### src/rtl/rvh_l1d_axi_wb_sequencer.sv
// Dirty-line writeback sequencer for one L1D bank: latches a line, issues one
// INCR AW burst, streams the W beats and tracks B responses up to a bounded depth.
module rvh_l1d_axi_wb_sequencer #(
  parameter int unsigned PADDR_WIDTH     = 56,
  parameter int unsigned DATA_WIDTH      = 64,
  parameter int unsigned LINE_BEATS      = 8,
  parameter logic [3:0]  MASTER_ID       = 4'h0,
  parameter int unsigned TID_WIDTH       = 4,
  parameter int unsigned MAX_OUTSTANDING = 2
) (
  input  logic                               clk,
  input  logic                               rst,
  input  logic                               i_wb_req_valid,
  output logic                               o_wb_req_ready,
  input  logic [PADDR_WIDTH-1:0]             i_wb_req_paddr,
  input  logic [LINE_BEATS*DATA_WIDTH-1:0]   i_wb_req_data,
  output logic                               o_awvalid,
  input  logic                               i_awready,
  output logic [PADDR_WIDTH-1:0]             o_awaddr,
  output logic [4+TID_WIDTH-1:0]             o_awid,
  output logic [7:0]                         o_awlen,
  output logic [2:0]                         o_awsize,
  output logic [1:0]                         o_awburst,
  output logic                               o_wvalid,
  input  logic                               i_wready,
  output logic [DATA_WIDTH-1:0]              o_wdata,
  output logic [DATA_WIDTH/8-1:0]            o_wstrb,
  output logic                               o_wlast,
  input  logic                               i_bvalid,
  output logic                               o_bready,
  input  logic [4+TID_WIDTH-1:0]             i_bid,
  input  logic [1:0]                         i_bresp,
  output logic                               o_wb_done_valid,
  output logic [TID_WIDTH-1:0]               o_wb_done_id,
  output logic                               o_wb_done_err,
  output logic                               o_busy
);

  localparam int unsigned LINE_W = LINE_BEATS * DATA_WIDTH;
  localparam int unsigned BEAT_W = (LINE_BEATS > 1) ? $clog2(LINE_BEATS) : 1;
  localparam int unsigned OUT_W  = $clog2(MAX_OUTSTANDING + 1);

  typedef enum logic [1:0] {S_IDLE, S_AW, S_W} state_e;

  state_e                 r_state;
  state_e                 w_state_nxt;
  logic [PADDR_WIDTH-1:0] r_addr;
  logic [LINE_W-1:0]      r_line;
  logic [BEAT_W-1:0]      r_beat;
  logic [TID_WIDTH-1:0]   r_tid;
  logic [OUT_W-1:0]       r_outstanding;
  logic                   r_done_valid;
  logic [TID_WIDTH-1:0]   r_done_id;
  logic                   r_done_err;

  logic w_accept;
  logic w_aw_hs;
  logic w_w_hs;
  logic w_last_hs;
  logic w_b_hs;
  logic w_unused;

  // Upper bid bits and the in-line offset of the request address carry no information here.
  assign w_unused = ^{i_bid[4+TID_WIDTH-1:TID_WIDTH], i_wb_req_paddr[5:0]};

  always_ff @(posedge clk) begin
    if (rst) r_state <= S_IDLE;
    else     r_state <= w_state_nxt;
  end

  always_comb begin
    w_state_nxt    = r_state;
    w_accept       = 1'b0;
    w_aw_hs        = 1'b0;
    w_w_hs         = 1'b0;
    w_last_hs      = 1'b0;
    o_wb_req_ready = 1'b0;
    o_awvalid      = 1'b0;
    o_wvalid       = 1'b0;
    o_wlast        = 1'b0;
    case (r_state)
      S_IDLE: begin
        o_wb_req_ready = !rst && (r_outstanding < OUT_W'(MAX_OUTSTANDING));
        if (i_wb_req_valid && o_wb_req_ready) begin
          w_accept    = 1'b1;
          w_state_nxt = S_AW;
        end
      end
      S_AW: begin
        o_awvalid = 1'b1;
        if (i_awready) begin
          w_aw_hs     = 1'b1;
          w_state_nxt = S_W;
        end
      end
      S_W: begin
        o_wvalid = 1'b1;
        o_wlast  = (r_beat == BEAT_W'(LINE_BEATS - 1));
        if (i_wready) begin
          w_w_hs = 1'b1;
          if (o_wlast) begin
            w_last_hs   = 1'b1;
            w_state_nxt = S_IDLE;
          end
        end
      end
      default: w_state_nxt = S_IDLE;
    endcase
  end

  assign o_bready = (r_outstanding != '0);
  assign w_b_hs   = i_bvalid && o_bready;

  // Line is held in a shift register; the current beat always sits in the low word.
  always_ff @(posedge clk) begin
    if (w_accept) begin
      r_addr <= {i_wb_req_paddr[PADDR_WIDTH-1:6], 6'd0};
      r_line <= i_wb_req_data;
    end else if (w_w_hs) begin
      r_line <= r_line >> DATA_WIDTH;
    end
  end

  always_ff @(posedge clk) begin
    if (rst) begin
      r_beat        <= '0;
      r_tid         <= '0;
      r_outstanding <= '0;
      r_done_valid  <= 1'b0;
      r_done_id     <= '0;
      r_done_err    <= 1'b0;
    end else begin
      if (w_aw_hs || w_last_hs) r_beat <= '0;
      else if (w_w_hs)          r_beat <= r_beat + BEAT_W'(1);
      if (w_last_hs) r_tid <= r_tid + TID_WIDTH'(1);
      case ({w_accept, w_b_hs})
        2'b10:   r_outstanding <= r_outstanding + OUT_W'(1);
        2'b01:   r_outstanding <= r_outstanding - OUT_W'(1);
        default: r_outstanding <= r_outstanding;
      endcase
      r_done_valid <= w_b_hs;
      if (w_b_hs) begin
        r_done_id  <= i_bid[TID_WIDTH-1:0];
        r_done_err <= (i_bresp != 2'b00);
      end
    end
  end

  assign o_awaddr        = r_addr;
  assign o_awid          = {MASTER_ID, r_tid};
  assign o_awlen         = 8'(LINE_BEATS - 1);
  assign o_awsize        = 3'($clog2(DATA_WIDTH / 8));
  assign o_awburst       = 2'b01;
  assign o_wdata         = r_line[DATA_WIDTH-1:0];
  assign o_wstrb         = '1;
  assign o_wb_done_valid = r_done_valid;
  assign o_wb_done_id    = r_done_id;
  assign o_wb_done_err   = r_done_err;
  assign o_busy          = (r_state != S_IDLE) || (r_outstanding != '0);

endmodule

### config.mk
export PLATFORM = sky130hd
export DESIGN_NAME = rvh_l1d_axi_wb_sequencer
export DESIGN_NICKNAME = d
export VERILOG_FILES = /design/src/rtl/rvh_l1d_axi_wb_sequencer.sv
export SDC_FILE = /design/constraint.sdc
export NUM_CORES = 1
export LEC_CHECK = 0
export CORE_AREA = 2 2 288 290
export CTS_CLUSTER_DIAMETER = 50
export DETAILED_ROUTE_END_ITERATION = 12
export DIE_AREA = 0 0 290 292
export GPL_TIMING_DRIVEN = 0
export HOLD_SLACK_MARGIN = 0.02
export PLACE_DENSITY = 0.57
export SYNTH_ARGS = -nofsm -noshare
export SYNTH_HDL_FRONTEND = slang
export SYNTH_SLANG_ARGS = --single-unit
### constraint.sdc
create_clock -name clk -period 15.3 [get_ports clk]
set_input_delay 3.06 -clock clk [delete_from_list [all_inputs] [get_ports clk]]
set_output_delay 3.06 -clock clk [all_outputs]
set_load 0.005 [all_outputs]
==> results <==
- The clock network burns 38.9% of the power.
- The total power density per cell area is 130.0 nW/um2.
- The flow ran to the end, and the final reports show no timing, DRC or antenna violations.
- The number of global-route vias before repair is 15380.
- The number of buffers created by CTS is 78.
- The floorplan step defined a die boundary enclosing 84680 um2.
- The number of detailed-route iterations in the first pass is 5.
- The insertion delay to the later sink of the worst-skew pair is 0.62 ns.
- Hold is met by 0.4562 ns.
- The proportion of synthesized flip-flops having asynchronous set or reset is 0%.
- After the flow finishes, the layout carries non-filler instances totaling 3295.
- The final hold violation count was 0.
- After layout, the worst path uses 52.81% of the clock period.
- The final setup skew is 0.04274 ns.
- After synthesis, flip-flops and latches occupy 70.39% of the total area.
- STA puts the critical path data arrival time at 5.02 ns.
- CTS saw 579 sinks.
- Setup violations remaining at the end of the flow were counted as 0.
- The worst pin sits at a relative slew slack of 51.06%.
- The overall overflow remaining after global route is 0.
- The internal power is 0.003543 W.
- The switching power total is 0.001115 W.
- In this run, synthesis inferred 562 flip-flops with an integrated enable.
- VDD sags by at most 82.12 uV.
- The top cell types in the final layout, fill and taps aside, are sky130_fd_sc_hd__clkdlybuf4s50_1 (703), sky130_fd_sc_hd__edfxtp_1 (562), sky130_fd_sc_hd__mux2_1 (403).
- The footprint of the multi-input gates is 5959 um2.
- Setup repair after global routing left no endpoint under its margin.
- The region available for standard cell placement spans 81580 um2.
- The total via count after detailed routing is 14210.
- The DRC violations left is 0.
- The most common cell after layout, fill and taps aside is sky130_fd_sc_hd__clkdlybuf4s50_1.
- The pin slew with the least headroom to its limit is 0.7341 ns.
- The register cell area after layout is 17220 um2.
- In this run the worst path has a maximum fanout of 10.
- TritonCTS built the clock tree.
- The floorplan row count is 105.
- The final max-slew violation count is 0.
- The fraction of synthesized cell area in xor and xnor cells is 0.1432%.
- The wire length of the first global-routing pass is 105600 um.
- The worst setup path is captured at an output port.
- The buffers inserted during post-CTS setup optimization is 0.
- In the global route stage, overall resource usage came out at 17.22%.
- The post-synthesis cell type count is 33.
- The Yosys warning count is 0.
- The worst setup path is launched from an input port.
- After routing, the total negative slack on setup checks comes to 0 ns.
- In this run, placement finished with an instance count of 3131.
- The most used flip-flop cell after synthesis is sky130_fd_sc_hd__edfxtp_1.
- After routing the design area is 35830 um2.
- Buffers placed on the I/O ports in this run total 703.
- The number of maximum-capacitance violations is 0.
- After the first detailed-routing iteration, the DRC count stood at 690.
- After detailed routing, the average wire length per cell comes to 22.66 um.
- The initial antenna violation count was 36.
- The data required time of the worst path is 12.24 ns.
- In this run the mean area of a mapped cell was 18.52 um2.
- The layout has 7236 filler cells.
- The fraction of power spent switching nets is 23.94%.
- After technology mapping, the gate count stands at 1321.
- The multiplexer area fraction after synthesis is 20.67%.
- The post-route netlist has 14.49% of its cells at a drive strength greater than 1.
- The post-synthesis instance area is 24460 um2.
- The maximum achievable frequency is 123.8 MHz.
- The root buffer cell is sky130_fd_sc_hd__clkbuf_16.
- From left edge to right edge, the die measures 290 um.
- From synthesis to final layout, the design area changed by 46.49%.
- The top-level I/O count is 745.
- The initial utilization of the core area, before any placement, comes to 29.98%.
- The placed instances occupy a cell area of 33170 um2.
- The routed design has 74670 um of wire.
- The number of H-tree levels is 3.
- Sequential cells account for 44.5% of the total power.
- After detailed routing, the number of vias per cell comes to 4.313.
- The tightest min-delay check is of the reg -> reg type.
- In this run, post-CTS repair resized a total of 0 instances.
- The area share of fa/ha/maj cells after synthesis is 0.2046%.
- After synthesis the netlist holds a flip-flop and latch count of 579.
- The critical path is of the in -> out type.
- The leakage power figure is 12.66 nW.
- The detail route stage leaves a number of antenna-violating nets equal to 0.
- Entering global routing, the biggest net connects 72 pins.
- The HPWL reported at the end of detailed placement is 57510 um.
- In the final design database the tool counted 2729 nets.
- Clock-pin slew was measured on the worst setup and hold paths at 0.05 ns.
- Summing the areas of all compound-gate instances in the mapped netlist gives 0.3069% of the synthesized area.
- The share of synthesized cell area in and, or, nand and nor gates is 2.537%.
- The global placer's final weighted congestion is 0.8594.
- By area, the combinational part of the netlist is dominated by multiplexers.
- The die is 292 um tall.
- Counting along the longest clock path gives a buffer depth of 3.
- The final period demand of the worst path is 8.080 ns.
- The combinational group share of total power is 16.6%.
- In this run, post-CTS hold repair placed 0 buffers.
cell type report:
class,count,area share (%)
plain buffers,160,3.859
clock buffers,94,5.671
inverters,3,0.04540
well taps,1070,3.737
clock inverters,46,1.578
diodes,24,0.1676
multi-input cells,608,16.63
flip-flops and latches,579,48.05
repair buffers,711,20.25
per-layer routing:
layer  GRT usage (%)  wire (um)
met5               0         61
met3           4.597       4508
met2           29.94      38480
met1           20.17      29730
met4           6.961       1895
cell families (layout without fill, tap and decap cells):
group,after synthesis,in the layout
AND/OR/NAND/NOR,105,105
multiplexers,449,449
other,2,55
XOR/XNOR,4,4
flip-flops,579,579
buffers and inverters,163,1014
adder cells (fa/ha/maj),4,4
AO/OA/AOI/OAI,15,15
registers in the layout (all words and copies together), names as in the netlist:
| name | cells |
|---|---|
| r_line | 512 |
| o_wb_done_valid | 1 |
| o_wb_done_id | 4 |
| r_state | 2 |
| r_tid | 4 |
| o_awaddr | 50 |
| r_outstanding | 2 |
| o_wb_done_err | 1 |
| r_beat | 3 |
synth_stat cells, types with 4 or more instances:
cell type | number | area (um2)
sky130_fd_sc_hd__edfxtp_1 | 562 | 16880
sky130_fd_sc_hd__mux2_1 | 403 | 4538
sky130_fd_sc_hd__buf_4 | 98 | 735.7
sky130_fd_sc_hd__and3_1 | 64 | 400.4
sky130_fd_sc_hd__mux2_2 | 45 | 506.7
sky130_fd_sc_hd__buf_6 | 32 | 360.4
sky130_fd_sc_hd__dfxtp_1 | 17 | 340.3
sky130_fd_sc_hd__clkbuf_1 | 15 | 56.30
sky130_fd_sc_hd__nand2_1 | 13 | 48.80
sky130_fd_sc_hd__a21oi_1 | 11 | 55.05
sky130_fd_sc_hd__buf_8 | 11 | 165.2
sky130_fd_sc_hd__nor2_1 | 7 | 26.28
sky130_fd_sc_hd__ha_1 | 4 | 50.05
sky130_fd_sc_hd__or3_1 | 4 | 25.02
path summary, 6_finish.rpt:
kind                                              startpoint  slack, ns  depth (start not counted)                           end
worst max-delay path                                     rst       7.22                          4                o_wb_req_ready
worst min-delay path            o_wb_done_id[0]$_SDFFE_PP0P_       0.46                          2  o_wb_done_id[0]$_SDFFE_PP0P_
worst max register to register       r_state[0]$_SDFFE_PP0P_      12.50                          5         r_line[144]$_DFFE_PP_
worst min register to register  o_wb_done_id[0]$_SDFFE_PP0P_       0.46                          2  o_wb_done_id[0]$_SDFFE_PP0P_
power groups by stage:
stage / clock network, W / logic, W / registers, W
floorplan: 0 / 0.000390 / 0.00220
global placement: 0 / 0.000749 / 0.00227
detailed placement: 0 / 0.000779 / 0.00211
CTS: 0.00186 / 0.000788 / 0.00208
global route: 0.00192 / 0.000837 / 0.00209
finish: 0.00181 / 0.000772 / 0.00207
metrics by stage:
stage / setup WS [ns] / utilization, % / total power [W]
after floorplan: 0.1122 / - / 0.002587
after global placement: -6.216 / 40.38 / 0.003023
after detailed placement: 7.224 / 40.66 / 0.002887
after CTS: 7.211 / 43.84 / 0.004728
after global routing: 7.097 / 43.92 / 0.004852
final: 7.220 / 43.92 / 0.004658
critical path, cell delays in order:
cell and delay, ns:
sky130_fd_sc_hd__clkdlybuf4s50_1 0.61, sky130_fd_sc_hd__nor4_4 0.31, sky130_fd_sc_hd__clkbuf_1 0.43, sky130_fd_sc_hd__clkdlybuf4s50_1 0.60
Power figures use the tool's default switching activity.
